--- config.mk ---
export PLATFORM = sky130hd
export DESIGN_NAME = cond_exec_stage_flat
export DESIGN_NICKNAME = d
export VERILOG_FILES = /design/src/rtl/cond_exec_stage_if.sv /design/src/rtl/cond_exec_stage.sv /design/src/flat_wrapper.sv
export SDC_FILE = /design/constraint.sdc
export NUM_CORES = 1
export LEC_CHECK = 0
export BUFFER_PORTS_ARGS = -buffer_cell sky130_fd_sc_hd__buf_2
export CAP_MARGIN = 20
export CORE_MARGIN = 2
export CORE_UTILIZATION = 51
export CTS_BUF_LIST = sky130_fd_sc_hd__clkbuf_16
export CTS_CLUSTER_DIAMETER = 60
export DETAILED_ROUTE_END_ITERATION = 12
export GPL_TIMING_DRIVEN = 0
export PLACE_DENSITY = 0.8
export SYNTH_ARGS = -nofsm -noshare
export SYNTH_HDL_FRONTEND = slang
export SYNTH_SLANG_ARGS = --single-unit
--- constraint.sdc ---
create_clock -name clk -period 2.21 [get_ports clk]
set_input_delay 0 -clock clk [delete_from_list [all_inputs] [get_ports clk]]
set_output_delay 0 -clock clk [all_outputs]
set_load 0.01 [all_outputs]
--- src/rtl/cond_exec_stage_if.sv ---
// Decode/EX boundary bundle for cond_exec_stage: D-stage controls in, gated EX controls and flags out.
// With CONDEX_PERF_CNT_EN defined, the executed/squashed instruction counters are carried here too.
interface cond_exec_stage_if;
  logic [3:0]  CondD;
  logic [1:0]  FlagWD;
  logic        PCSD;
  logic        RegWD;
  logic        MemWD;
  logic        MemtoRegD;
  logic        ALUSrcD;
  logic        NoWriteD;
  logic [2:0]  ALUControlD;
  logic        StallE;
  logic        FlushE;
  logic [3:0]  ALUFlags;
  logic [2:0]  ALUControlE;
  logic        ALUSrcE;
  logic        MemtoRegE;
  logic        RegWriteE;
  logic        MemWriteE;
  logic        PCSrcE;
  logic        CondExE;
  logic [3:0]  Flags;
`ifdef CONDEX_PERF_CNT_EN
  logic [31:0] ExecCnt;
  logic [31:0] SquashCnt;
`endif

  modport master (
    output CondD, FlagWD, PCSD, RegWD, MemWD, MemtoRegD, ALUSrcD, NoWriteD, ALUControlD,
    output StallE, FlushE, ALUFlags,
`ifdef CONDEX_PERF_CNT_EN
    input  ExecCnt, SquashCnt,
`endif
    input  ALUControlE, ALUSrcE, MemtoRegE, RegWriteE, MemWriteE, PCSrcE, CondExE, Flags
  );

  modport slave (
    input  CondD, FlagWD, PCSD, RegWD, MemWD, MemtoRegD, ALUSrcD, NoWriteD, ALUControlD,
    input  StallE, FlushE, ALUFlags,
`ifdef CONDEX_PERF_CNT_EN
    output ExecCnt, SquashCnt,
`endif
    output ALUControlE, ALUSrcE, MemtoRegE, RegWriteE, MemWriteE, PCSrcE, CondExE, Flags
  );
endinterface

--- src/rtl/cond_exec_stage.sv ---
// D->EX pipeline register with NZCV flags and ARM condition evaluation; 1-cycle D->E, gated outputs combinational.
// StallE holds EX and freezes flags, FlushE/taken branch load a bubble; CONDEX_PERF_CNT_EN adds Exec/Squash counters.
module cond_exec_stage (
  input  logic           clk,
  input  logic           rst_n,
  cond_exec_stage_if.slave bus
);

  typedef struct packed {
    logic       valid;
    logic [3:0] cond;
    logic [1:0] flagw;
    logic       pcs;
    logic       regw;
    logic       memw;
    logic       memtoreg;
    logic       alusrc;
    logic       nowrite;
    logic [2:0] aluctl;
  } ex_t;

  ex_t        ex_q, ex_d;
  logic [3:0] flags_q, flags_d;
  logic       cond_pass;
  logic       cond_ex;
  logic       pcsrc;
  logic       fn, fz, fc, fv;

  assign {fn, fz, fc, fv} = flags_q;

  always_comb begin
    cond_pass = 1'b0;
    case (ex_q.cond)
      4'b0000: cond_pass = fz;
      4'b0001: cond_pass = ~fz;
      4'b0010: cond_pass = fc;
      4'b0011: cond_pass = ~fc;
      4'b0100: cond_pass = fn;
      4'b0101: cond_pass = ~fn;
      4'b0110: cond_pass = fv;
      4'b0111: cond_pass = ~fv;
      4'b1000: cond_pass = fc & ~fz;
      4'b1001: cond_pass = ~fc | fz;
      4'b1010: cond_pass = (fn == fv);
      4'b1011: cond_pass = (fn != fv);
      4'b1100: cond_pass = ~fz & (fn == fv);
      4'b1101: cond_pass = fz | (fn != fv);
      4'b1110: cond_pass = 1'b1;
      default: cond_pass = 1'b0;
    endcase
  end

  assign cond_ex = ex_q.valid & cond_pass;
  assign pcsrc   = ex_q.pcs & cond_ex;

  assign bus.ALUControlE = ex_q.aluctl;
  assign bus.ALUSrcE     = ex_q.alusrc;
  assign bus.MemtoRegE   = ex_q.memtoreg;
  assign bus.RegWriteE   = ex_q.regw & cond_ex & ~ex_q.nowrite;
  assign bus.MemWriteE   = ex_q.memw & cond_ex;
  assign bus.PCSrcE      = pcsrc;
  assign bus.CondExE     = cond_ex;
  assign bus.Flags       = flags_q;

  // A taken branch squashes the wrong-path D instruction even when EX is stalled.
  always_comb begin
    ex_d = ex_q;
    if (bus.FlushE || pcsrc) begin
      ex_d = '0;
    end else if (!bus.StallE) begin
      ex_d.valid    = 1'b1;
      ex_d.cond     = bus.CondD;
      ex_d.flagw    = bus.FlagWD;
      ex_d.pcs      = bus.PCSD;
      ex_d.regw     = bus.RegWD;
      ex_d.memw     = bus.MemWD;
      ex_d.memtoreg = bus.MemtoRegD;
      ex_d.alusrc   = bus.ALUSrcD;
      ex_d.nowrite  = bus.NoWriteD;
      ex_d.aluctl   = bus.ALUControlD;
    end
  end

  // Flush only affects the incoming slot; the instruction already in EX still retires its flags.
  always_comb begin
    flags_d = flags_q;
    if (cond_ex && !bus.StallE) begin
      if (ex_q.flagw[1]) flags_d[3:2] = bus.ALUFlags[3:2];
      if (ex_q.flagw[0]) flags_d[1:0] = bus.ALUFlags[1:0];
    end
  end

  always_ff @(posedge clk or negedge rst_n) begin
    if (!rst_n) begin
      ex_q    <= '0;
      flags_q <= 4'b0000;
    end else begin
      ex_q    <= ex_d;
      flags_q <= flags_d;
    end
  end

`ifdef CONDEX_PERF_CNT_EN
  logic [31:0] exec_cnt_q, exec_cnt_d;
  logic [31:0] squash_cnt_q, squash_cnt_d;

  always_comb begin
    exec_cnt_d   = exec_cnt_q;
    squash_cnt_d = squash_cnt_q;
    if (!bus.StallE) begin
      if (cond_ex)                   exec_cnt_d   = exec_cnt_q + 32'd1;
      if (ex_q.valid && !cond_pass)  squash_cnt_d = squash_cnt_q + 32'd1;
    end
  end

  always_ff @(posedge clk or negedge rst_n) begin
    if (!rst_n) begin
      exec_cnt_q   <= '0;
      squash_cnt_q <= '0;
    end else begin
      exec_cnt_q   <= exec_cnt_d;
      squash_cnt_q <= squash_cnt_d;
    end
  end

  assign bus.ExecCnt   = exec_cnt_q;
  assign bus.SquashCnt = squash_cnt_q;
`endif

endmodule
--- src/flat_wrapper.sv ---
// flat-port wrapper written by rule: the top's interface ports become plain ports
module cond_exec_stage_flat 
  (clk, rst_n, bus_CondD, bus_FlagWD, bus_PCSD, bus_RegWD, bus_MemWD, bus_MemtoRegD, bus_ALUSrcD, bus_NoWriteD, bus_ALUControlD, bus_StallE, bus_FlushE, bus_ALUFlags, bus_ALUControlE, bus_ALUSrcE, bus_MemtoRegE, bus_RegWriteE, bus_MemWriteE, bus_PCSrcE, bus_CondExE, bus_Flags);
  cond_exec_stage_if bus_i ();
  input  logic clk;
  input  logic rst_n;
  input wire logic [$bits(bus_i.CondD)-1:0] bus_CondD;
  input wire logic [$bits(bus_i.FlagWD)-1:0] bus_FlagWD;
  input wire logic [$bits(bus_i.PCSD)-1:0] bus_PCSD;
  input wire logic [$bits(bus_i.RegWD)-1:0] bus_RegWD;
  input wire logic [$bits(bus_i.MemWD)-1:0] bus_MemWD;
  input wire logic [$bits(bus_i.MemtoRegD)-1:0] bus_MemtoRegD;
  input wire logic [$bits(bus_i.ALUSrcD)-1:0] bus_ALUSrcD;
  input wire logic [$bits(bus_i.NoWriteD)-1:0] bus_NoWriteD;
  input wire logic [$bits(bus_i.ALUControlD)-1:0] bus_ALUControlD;
  input wire logic [$bits(bus_i.StallE)-1:0] bus_StallE;
  input wire logic [$bits(bus_i.FlushE)-1:0] bus_FlushE;
  input wire logic [$bits(bus_i.ALUFlags)-1:0] bus_ALUFlags;
  output wire logic [$bits(bus_i.ALUControlE)-1:0] bus_ALUControlE;
  output wire logic [$bits(bus_i.ALUSrcE)-1:0] bus_ALUSrcE;
  output wire logic [$bits(bus_i.MemtoRegE)-1:0] bus_MemtoRegE;
  output wire logic [$bits(bus_i.RegWriteE)-1:0] bus_RegWriteE;
  output wire logic [$bits(bus_i.MemWriteE)-1:0] bus_MemWriteE;
  output wire logic [$bits(bus_i.PCSrcE)-1:0] bus_PCSrcE;
  output wire logic [$bits(bus_i.CondExE)-1:0] bus_CondExE;
  output wire logic [$bits(bus_i.Flags)-1:0] bus_Flags;
  assign bus_i.CondD = bus_CondD;
  assign bus_i.FlagWD = bus_FlagWD;
  assign bus_i.PCSD = bus_PCSD;
  assign bus_i.RegWD = bus_RegWD;
  assign bus_i.MemWD = bus_MemWD;
  assign bus_i.MemtoRegD = bus_MemtoRegD;
  assign bus_i.ALUSrcD = bus_ALUSrcD;
  assign bus_i.NoWriteD = bus_NoWriteD;
  assign bus_i.ALUControlD = bus_ALUControlD;
  assign bus_i.StallE = bus_StallE;
  assign bus_i.FlushE = bus_FlushE;
  assign bus_i.ALUFlags = bus_ALUFlags;
  assign bus_ALUControlE = bus_i.ALUControlE;
  assign bus_ALUSrcE = bus_i.ALUSrcE;
  assign bus_MemtoRegE = bus_i.MemtoRegE;
  assign bus_RegWriteE = bus_i.RegWriteE;
  assign bus_MemWriteE = bus_i.MemWriteE;
  assign bus_PCSrcE = bus_i.PCSrcE;
  assign bus_CondExE = bus_i.CondExE;
  assign bus_Flags = bus_i.Flags;
  cond_exec_stage u_core (.clk(clk), .rst_n(rst_n), .bus(bus_i));
endmodule
==> results_dict.tcl, run 1 <==
set metrics [dict create \
    status "finished, final reports clean" \
    cts_tree "done" \
    start_util_pct 52.34 \
    ant_nets 0 \
    seqPwrFrac_pct 36.4 \
    maxCapViolCount 0 \
    post_drt_wl_per_cell_microns 16.27 \
    crit_path_start "u_core.bus.Flags[3]$_DFFE_PN0P_" \
    finalMaxSlewViolations 0 \
    drt_wl_total_microns 3237 \
    p_int_mw 0.8545 \
    power.switching_mw 0.2909 \
    finalWeightedCongestion 0.8513 \
    startpoint_type "flip-flop" \
    slowest_stage "dfrtp_2" \
    route.detailed.drc 0 \
    synthCells 126 \
    skew_ns 0.004728 \
    ys_seq_area_share_pct 39.68 \
    clock_sinks 20 \
    die-area_sq_mm 0.002887 \
    yosysWarnings 0 \
    max_stage_delay_ns 0.46 \
    grt_pass1_vias 1100 \
    track_usage_pct 23.31 \
    cp.arrival_ns 2.17 \
    setup-violations-final 0 \
    rows 18 \
    port_buffers 33 \
    finalCoreUtilization_pct 69.63 \
    cts_made_buffers 3 \
    die_h_microns 53.73 \
    p_per_area_mw_per_mm2 682.7 \
    min_path_type "in -> reg" \
    syn_area_sq_mm 0.001261 \
    drive_gt1_share_pct 38.46 \
    hold_viol 0 \
    ys_ff_latch 20 \
    firstDrtPassIters 4 \
    cp.required_ns 2.21 \
    antenna_found_initial 0 \
    path_cells "or3b_4 > nor2b_4 > o32a_4 > a31oi_4 > buf_6 > buf_2" \
    dp_hpwl_microns 2054 \
    layout_common_cells "buf_2, mux2i_1, dfrtp_1" \
    htreeDepth 1 \
    p_total_mw 1.145 \
    gr-total-overflow 0 \
    area_delta_synth_final_pct 33.04 \
    p_leak_nw 0.7883 \
    peakVddDrop_mv 0.5660 \
    grt_max_degree 21 \
    nets 193 \
    rr_startpoint "u_core.bus.Flags[0]$_DFFE_PN0P_" \
    p_clk_share_pct 43.9 \
    synth_cell_types 40 \
    fin_crit_ns 2.172 \
    synth.net_count 149 \
    grt_pass1_wl_microns 4836 \
    swShare_pct 25.40 \
    clockBufferDepth 2 \
    vias 1157 \
    tns_ns 0 \
    core_area_sq_mm 0.002410 \
    worstMarginPinSlew_ns 0.6483 \
    viasPerCell 5.814 \
    first_iter_violations 23 \
    hp-start "bus_RegWD" \
    antenna-diode-count 0 \
    worstSetupEndpointType "primary output" \
    fin_crit_sh_pct 98.29 \
    cts.clk_slew.worst_paths_ns 0.06 \
    die_x_microns 53.73 \
    io_pins 36 \
    critPathMaxFanout 8 \
    p_comb_share_pct 19.7 \
    root_buffer "clkbuf_16" \
    slew_headroom_pct 56.78 \
    avgSynthCellArea_sq_um 10.01 \
    fmax_ghz 0.4603 \
    final_common_cell "buf_2" \
    worstSetupPathType "reg -> out" \
    worstSkewPairLatency_ns 0.26 \
    rsz0062_at_grt "yes" \
]
[cell usage after synthesis]
master | n | area share, %
dfrtp_1 | 20 | 40
mux2i_1 | 16 | 13
nor3_1 | 15 | 6.0
a21oi_1 | 5 | 2.0
and3_1 | 5 | 2.5
nor2b_1 | 5 | 2.5
o21ai_0 | 5 | 2.0
a21boi_0 | 4 | 2.4
and2_1 | 4 | 2.0
nand3_1 | 4 | 1.6
nand4_1 | 4 | 2.0
buf_4 | 3 | 1.8
clkbuf_1 | 3 | 0.89
nand2b_1 | 3 | 1.5
nand3b_1 | 3 | 1.8
buf_2 | 2 | 0.79
xor2_1 | 2 | 1.4
a211oi_1 | 1 | 0.60
a22o_1 | 1 | 0.69
a22oi_1 | 1 | 0.60
a31oi_1 | 1 | 0.50
a31oi_4 | 1 | 1.7
a32oi_1 | 1 | 0.69
and3b_1 | 1 | 0.69
buf_1 | 1 | 0.30
buf_6 | 1 | 0.89
inv_1 | 1 | 0.30
mux2_2 | 1 | 0.89
mux2i_2 | 1 | 1.1
nand2_1 | 1 | 0.30
nor2_1 | 1 | 0.30
nor2b_4 | 1 | 1.1
nor3b_1 | 1 | 0.60
o21a_1 | 1 | 0.60
o22ai_1 | 1 | 0.50
o31a_1 | 1 | 0.69
o32a_4 | 1 | 1.8
o32ai_1 | 1 | 0.69
or2_2 | 1 | 0.50
or3b_1 | 1 | 0.69
[stage by stage]
step / hold slack, ns / worst slack [ns] / std cells / cell area (sq um)
after global placement: -0.03107 / 0.08425 / 189 / 1464
after CTS: 0.04623 / 0.0004969 / 196 / 1635
final: 0.03467 / 0.03769 / 199 / 1678
after floorplan: -0.2956 / 0.2100 / 126 / 1261
after global routing: 0.04798 / -0.02775 / 199 / 1678
after detailed placement: -0.02687 / 0.04268 / 189 / 1464
[cell type report]
class                   instances  area, sq um
multi-input cells              95        752.0
fillers                       178        732.0
flip-flops and latches         20        505.5
repair buffers                 40        220.2
clock buffers                   3        75.07
plain buffers                   9        53.80
well taps                      30        37.54
clock inverters                 1        30.03
inverters                       1        3.754
[routing by layer]
metal	global-route usage [%]	wire length [microns]	part of all wire, %	vias up
met5	0	0	0	-
met2	36.99	1659	51	48
met3	5.278	203	6.3	9
met4	12.39	74	2.3	0
met1	29.38	1299	40	544
li1	-	-	-	556
[critical path, delay by kind of cell (launching register included)]
kind,cells,cell delay [ns]
flip-flops,1,0.46
buffers and inverters,2,0.27
AND/OR/NAND/NOR,2,0.57
AO/OA/AOI/OAI,2,0.61
[sequential cells by signal, indices dropped and copies added, names as in the netlist]
register                cells
u_core.ex_q                11
u_core.bus.Flags            4
u_core.bus.ALUControlE      3
u_core.bus.ALUSrcE          1
u_core.bus.MemtoRegE        1
[power by group through the flow]
stage	clock network, mW	logic [mW]	registers [mW]
after floorplan	0	0.132	0.416
after global placement	0	0.190	0.417
after detailed placement	0	0.196	0.418
after CTS	0.499	0.218	0.412
after global routing	0.517	0.244	0.421
final	0.503	0.226	0.417
[final timing paths]
path	endpoint	slack (ns)	cells after the start
max in group asynchronous	u_core.bus.Flags[0]$_DFFE_PN0P_	1.64	2
max	bus_PCSrcE	0.04	6
min in group asynchronous	u_core.ex_q[11]$_DFFE_PN0P_	0.22	2
max reg2reg	u_core.ex_q[3]$_DFFE_PN0P_	0.06	7
min reg2reg	u_core.ex_q[15]$_DFFE_PN0P_	0.57	2
min	u_core.ex_q[7]$_DFFE_PN0P_	0.03	3
[timing repair]
item,4_1_cts,5_1_grt
setup buffers,2,4
cloned,0,0
hold endpoints to repair,20,0
pin swaps,3,4
endpoints found under the setup margin,4,3
hold buffers,1,0
resized for setup,7,6
[kinds of logic after synthesis]
group	after synthesis	share of synthesized area, %
buffers and inverters	11	4.960
AO/OA/AOI/OAI	25	15.38
multiplexers	18	14.68
AND/OR/NAND/NOR	50	23.91
XOR/XNOR	2	1.389
flip-flops	20	39.68
Power figures use the tool's default switching activity.
==> run 2: changes to the inputs <==
--- a/config.mk
+++ b/config.mk
@@ -11,6 +11,7 @@
 export CORE_UTILIZATION = 51
 export CTS_BUF_LIST = sky130_fd_sc_hd__clkbuf_16
 export CTS_CLUSTER_DIAMETER = 60
+export CTS_CLUSTER_SIZE = 14
 export DETAILED_ROUTE_END_ITERATION = 12
 export GPL_TIMING_DRIVEN = 0
 export PLACE_DENSITY = 0.8
==> constraint.sdc (replaced) <==
create_clock -name clk -period 2.21 [get_ports clk]
set_input_delay 0.1105 -clock clk [delete_from_list [all_inputs] [get_ports clk]]
set_output_delay 0.1105 -clock clk [all_outputs]
set_load 0.01 [all_outputs]
==> run 2 against run 1 <==
  * The flow now finishes with violations (setup timing)
  * Critical path depth unchanged
  * Global-route usage increased by 0.91 points
  * Core utilization increased by 3.3 points
  * Non-clock buffer count increased by 7
  * Maximum frequency decreased by 1.8%
  * Final cell count increased by 3.5%
  * Flip-flop and latch count unchanged
  * Sequential share of layout area decreased by 1.4 points
  * Via count increased by 4.8%
  * Critical endpoint is now bus_RegWriteE
  * Largest power group unchanged
==> results_dict.tcl, run 2 (synthesized netlist as in run 1, its figures left out) <==
set metrics [dict create \
    violations "setup timing" \
    regMostFlops "u_core.ex_q" \
    grt_util_met3_pct 6.111 \
    fin_crit_sh_pct 100.1 \
    htreeDepth 1 \
    finalWeightedCongestion 0.8513 \
    p_clk_share_pct 42.8 \
    rows 18 \
    cp.required_ns 2.10 \
    worstMarginPinSlew_ns 0.6580 \
    path_cells "or3b_4 > a32oi_4 > a22o_1 > o31a_1 > and3b_1 > buf_2" \
    fin_crit_ns 2.213 \
    critPathBufInv 1 \
    path_delay_family "compound AO/OA/AOI/OAI gates" \
    p_leak_nw 0.8277 \
    hp-start "bus_RegWD" \
    hold_viol 0 \
    min_to "u_core.ex_q[7]$_DFFE_PN0P_" \
    area_delta_synth_final_pct 39.39 \
    slew_headroom_pct 56.14 \
    seqPwrFrac_pct 35.3 \
    min_path_type "in -> reg" \
    cp.arrival_ns 2.10 \
    core_area_sq_mm 0.002410 \
    final_common_cell "buf_2" \
    fin_ws_ns -0.002671 \
    drt_wl_total_microns 3374 \
    n_fill_cell 173 \
    gr-total-overflow 0 \
    timing.rr.end "u_core.ex_q[15]$_DFFE_PN0P_" \
    drive_gt1_share_pct 42.61 \
    largest_register_ff_count 11 \
    p_per_area_mw_per_mm2 663.4 \
    maxCapViolCount 0 \
    worstSkewPairLatency_ns 0.25 \
    swShare_pct 25.12 \
    root_buffer "clkbuf_16" \
    grt.met1_usage_pct 29.10 \
    clock_sinks 20 \
    die_x_microns 53.73 \
    skew_ns 0.003019 \
    worstSetupPathType "reg -> out" \
    io_pins 36 \
    first_iter_violations 31 \
    dp_hpwl_microns 2054 \
    track_usage_pct 24.22 \
    die_h_microns 53.73 \
    grt_pass1_wl_microns 5085 \
    firstDrtPassIters 4 \
    busiest_layer "met2" \
    clockBufferDepth 2 \
    viasPerCell 5.888 \
    p_int_mw 0.8732 \
    cts_tree "done" \
    finalMaxSlewViolations 0 \
    status "finished, violations left" \
    slowest_stage "dfrtp_2" \
    grt_max_degree 21 \
    vias 1213 \
    rsz0062_at_grt "yes" \
    tns_ns -0.002671 \
    antenna-diode-count 0 \
    power.switching_mw 0.2930 \
    ant_nets 0 \
    finalHoldWorstSlack_ns 0.1482 \
    fmax_ghz 0.4519 \
    holdPathStages 3 \
    setup-violations-final 1 \
    antenna_found_initial 0 \
    route.detailed.drc 0 \
    rr_startpoint "u_core.ex_q[14]$_DFFE_PN0P_" \
    dp_slack_ns -0.06782 \
    reg2reg_setup_slack_ns 0.04 \
    peakVddDrop_mv 0.5757 \
    critPathMaxFanout 6 \
    max_stage_delay_ns 0.45 \
    cts_made_buffers 3 \
    cts.clk_slew.worst_paths_ns 0.06 \
    layout_common_cells "buf_2, buf_4, mux2i_1, dfrtp_1, nor3_1" \
    port_buffers 33 \
    die-area_sq_mm 0.002887 \
    nets 200 \
    post_drt_wl_per_cell_microns 16.38 \
    p_comb_share_pct 21.9 \
    grt_util_met2_pct 39.63 \
    grt_pass1_vias 1170 \
    worstSetupEndpointType "primary output" \
    startpoint_type "flip-flop" \
    reg2reg_depth 9 \
    start_util_pct 52.34 \
]
-- run 2: how the worst max path moves through the flow --
stage / start / to / slack (ns) / cells after the start
CTS: u_core.ex_q[14]$_DFFE_PN0P_ / bus_RegWriteE / 0.001 / 6
detailed placement: u_core.bus.Flags[3]$_DFFE_PN0P_ / bus_RegWriteE / -0.07 / 6
global placement: u_core.ex_q[13]$_DFFE_PN0P_ / bus_RegWriteE / -0.03 / 7
finish: u_core.bus.Flags[3]$_DFFE_PN0P_ / bus_RegWriteE / -0.003 / 6
global route: u_core.ex_q[14]$_DFFE_PN0P_ / bus_RegWriteE / -0.05 / 7
floorplan: u_core.bus.Flags[3]$_DFFE_PN0P_ / u_core.bus.ALUControlE[0]$_DFFE_PN0P_ / 0.21 / 6
-- run 2: power by group through the flow --
stage / sequential [mW] / clock (mW) / combinational, mW
after floorplan: 0.416 / 0 / 0.132
after global placement: 0.417 / 0 / 0.190
after detailed placement: 0.418 / 0 / 0.196
after CTS: 0.412 / 0.499 / 0.234
after global routing: 0.415 / 0.515 / 0.274
final: 0.412 / 0.499 / 0.255
-- run 2: area by class of cell --
| class | count | area (sq um) | share of cell area, % |
|---|---|---|---|
| Sequential cell | 20 | 505.5 | 28.75 |
| Tap cell | 30 | 37.54 | 2.135 |
| Multi-Input combinational cell | 95 | 773.2 | 43.99 |
| Clock buffer | 3 | 75.07 | 4.270 |
| Inverter | 1 | 3.754 | 0.2135 |
| Timing Repair Buffer | 47 | 276.5 | 15.73 |
| Buffer | 9 | 56.30 | 3.203 |
| Clock inverter | 1 | 30.03 | 1.708 |
-- run 2: through the flow --
stage          total power, mW  instance area (sq um)  cells  utilization, %
6_report                 1.166                   1758    206           72.95
5_1_grt                  1.204                   1758    206           72.95
4_1_cts                  1.145                   1700    202           70.56
3_5_place_dp            0.6136                   1464    189           60.75
3_3_place_gp            0.6066                   1464    189           60.75
2_1_floorplan           0.5477                   1261    126               -
-- run 2: worst register-to-register path: cells and delay by family, from the launching register on --
family	cells	cell delay (ns)
buffers and inverters	4	0.59
and+or+nand+nor	1	0.09
muxes	1	0.41
DFF	1	0.41
AOI/OAI and AO/OA	3	0.59
-- run 2: per-layer routing --
layer / wire length, microns / vias to the layer above / share of wire, %
met3: 194 / 7 / 5.7
met2: 1731 / 48 / 51
met1: 1401 / 587 / 42
met4: 46 / 0 / 1.4
li1: - / 571 / -
met5: 0 / - / 0
-- run 2: repair_timing --
item | CTS | global route
hold buffers | 1 | 0
endpoints found under the hold margin | 20 | 0
buffers inserted | 9 | 4
resized for setup | 13 | 10
endpoints found under the setup margin | 4 | 4
pin swaps | 6 | 5
==> run 3: changes to the inputs <==
--- a/config.mk
+++ b/config.mk
@@ -15,6 +15,7 @@
 export DETAILED_ROUTE_END_ITERATION = 12
 export GPL_TIMING_DRIVEN = 0
 export PLACE_DENSITY = 0.8
+export SKIP_CTS_REPAIR_TIMING = 1
 export SYNTH_ARGS = -nofsm -noshare
 export SYNTH_HDL_FRONTEND = slang
 export SYNTH_SLANG_ARGS = --single-unit
==> run 3 against run 2 <==
  * The run still ends with setup timing left
  * Flip-flop and latch count stayed put
  * Global-route usage is 2.6 points lower
  * Power is 3.2% higher
  * Non-clock buffer count is 17 higher
  * Sequential power hardly changed
  * Final cell count is 8.3% higher
  * Clock skew is 0.0018 ns lower
  * Maximum frequency is 4.7% lower
  * Clock-buffer cell count stayed put
  * Critical path depth is 1 higher
  * Critical endpoint unchanged
  * Largest power group unchanged
==> results_dict.tcl, run 3 (synthesized netlist as in run 1, its figures left out) <==
set metrics [dict create \
    post_drt_wl_per_cell_microns 18.00 \
    cts_made_buffers 3 \
    slew_headroom_pct 57.32 \
    finalHoldWorstSlack_ns 0.1484 \
    slowest_stage "dfrtp_2" \
    ant_nets 0 \
    finalCoreUtilization_pct 79.02 \
    critPathBufInv 2 \
    min_path_type "in -> reg" \
    clockBufferDepth 2 \
    die_h_microns 53.73 \
    largest_register_ff_count 11 \
    die-area_sq_mm 0.002887 \
    antenna_found_initial 0 \
    viasPerCell 5.951 \
    start_util_pct 52.34 \
    worstMarginPinSlew_ns 0.6403 \
    port_buffers 33 \
    htreeDepth 1 \
    path_delay_family "compound AO/OA/AOI/OAI gates" \
    setup-violations-final 12 \
    fin_area_sq_mm 0.001904 \
    drt_wl_total_microns 4014 \
    dp_slack_ns -0.06782 \
    grt_pass1_vias 1045 \
    route.detailed.drc 0 \
    max_stage_delay_ns 0.42 \
    dp_hpwl_microns 2054 \
    fin_crit_sh_pct 105.1 \
    worstSkewPairLatency_ns 0.25 \
    p_total_mw 1.203 \
    area_delta_synth_final_pct 50.99 \
    antenna-diode-count 0 \
    track_usage_pct 21.60 \
    grt_pass1_wl_microns 4512 \
    die_x_microns 53.73 \
    place_area_sq_mm 0.001464 \
    cp.required_ns 2.10 \
    vias 1327 \
    p_leak_nw 0.9128 \
    fin_crit_ns 2.322 \
    path_cells "buf_6 > nand3b_1 > o22ai_2 > mux2_4 > o31a_1 > and3b_1 > buf_2" \
    fmax_ghz 0.4306 \
    cts.clk_slew.worst_paths_ns 0.06 \
    gr-total-overflow 0 \
    reg2reg_setup_slack_ns -0.11 \
    dp.cells 189 \
    n_fill_cell 134 \
    cp.arrival_ns 2.21 \
    first_iter_violations 69 \
    hold_viol 0 \
    io_pins 36 \
    worstSetupPathType "reg -> out" \
    layout_common_cells "buf_4, buf_2, mux2i_1" \
    maxCapViolCount 0 \
    finalWeightedCongestion 0.8513 \
    p_per_area_mw_per_mm2 631.7 \
    clock_sinks 20 \
    regMostFlops "u_core.ex_q" \
    core_area_sq_mm 0.002410 \
    startpoint_type "flip-flop" \
    skew_ns 0.001196 \
    fin_ws_ns -0.1121 \
    peakVddDrop_mv 0.6136 \
    nets 217 \
    finalMaxSlewViolations 0 \
    critPathMaxFanout 6 \
    root_buffer "clkbuf_16" \
    fin_cells 223 \
    rows 18 \
    rsz0062_at_grt "yes" \
    worstSetupEndpointType "primary output" \
    violations "setup timing" \
    firstDrtPassIters 4 \
    tns_ns -0.9647 \
    grt_max_degree 21 \
    status "finished, violations left" \
    cts_tree "done" \
    drive_gt1_share_pct 47.15 \
]
## run 3: final timing paths
path	endpoint	startpoint	depth (start not counted)
max	bus_RegWriteE	u_core.ex_q[14]$_DFFE_PN0P_	7
min	u_core.ex_q[8]$_DFFE_PN0P_	bus_PCSD	3
max reg2reg	u_core.bus.ALUControlE[1]$_DFFE_PN0P_	u_core.ex_q[14]$_DFFE_PN0P_	10
min reg2reg	u_core.ex_q[15]$_DFFE_PN0P_	u_core.ex_q[15]$_DFFE_PN0P_	2
max in group asynchronous	u_core.ex_q[14]$_DFFE_PN0P_	rst_n	2
min in group asynchronous	u_core.bus.ALUControlE[0]$_DFFE_PN0P_	rst_n	2
## run 3: worst register-to-register path: cells and delay by family (launching register included)
kind / cells / cell delay (ns)
flip-flops: 1 / 0.42
AO/OA/AOI/OAI: 2 / 0.46
multiplexers: 1 / 0.30
AND/OR/NAND/NOR: 2 / 0.32
buffers and inverters: 5 / 0.73
## run 3: where the power goes
part	switching, mW	internal [mW]
Sequential	0.0242	0.390
Clock	0.143	0.359
Combinational	0.143	0.142
## run 3: routing by layer
metal | global-route usage (%) | vias to the layer above | wire length [microns]
met5 | 0 | - | 0
met2 | 33.54 | 70 | 2052
met3 | 3.611 | 23 | 256
met1 | 29.38 | 632 | 1539
li1 | - | 602 | -
met4 | 9.829 | 0 | 165
## run 3: final cells by class
class | count | area [sq um] | share of cell area (%)
buffer | 9 | 56.30 | 2.957
inverter | 1 | 3.754 | 0.1971
clock inverter | 1 | 30.03 | 1.577
clock buffer | 3 | 75.07 | 3.942
sequential | 20 | 506.7 | 26.61
timing repair buffer | 64 | 414.1 | 21.75
tap | 30 | 37.54 | 1.971
multi-input combinational | 95 | 780.7 | 41.00
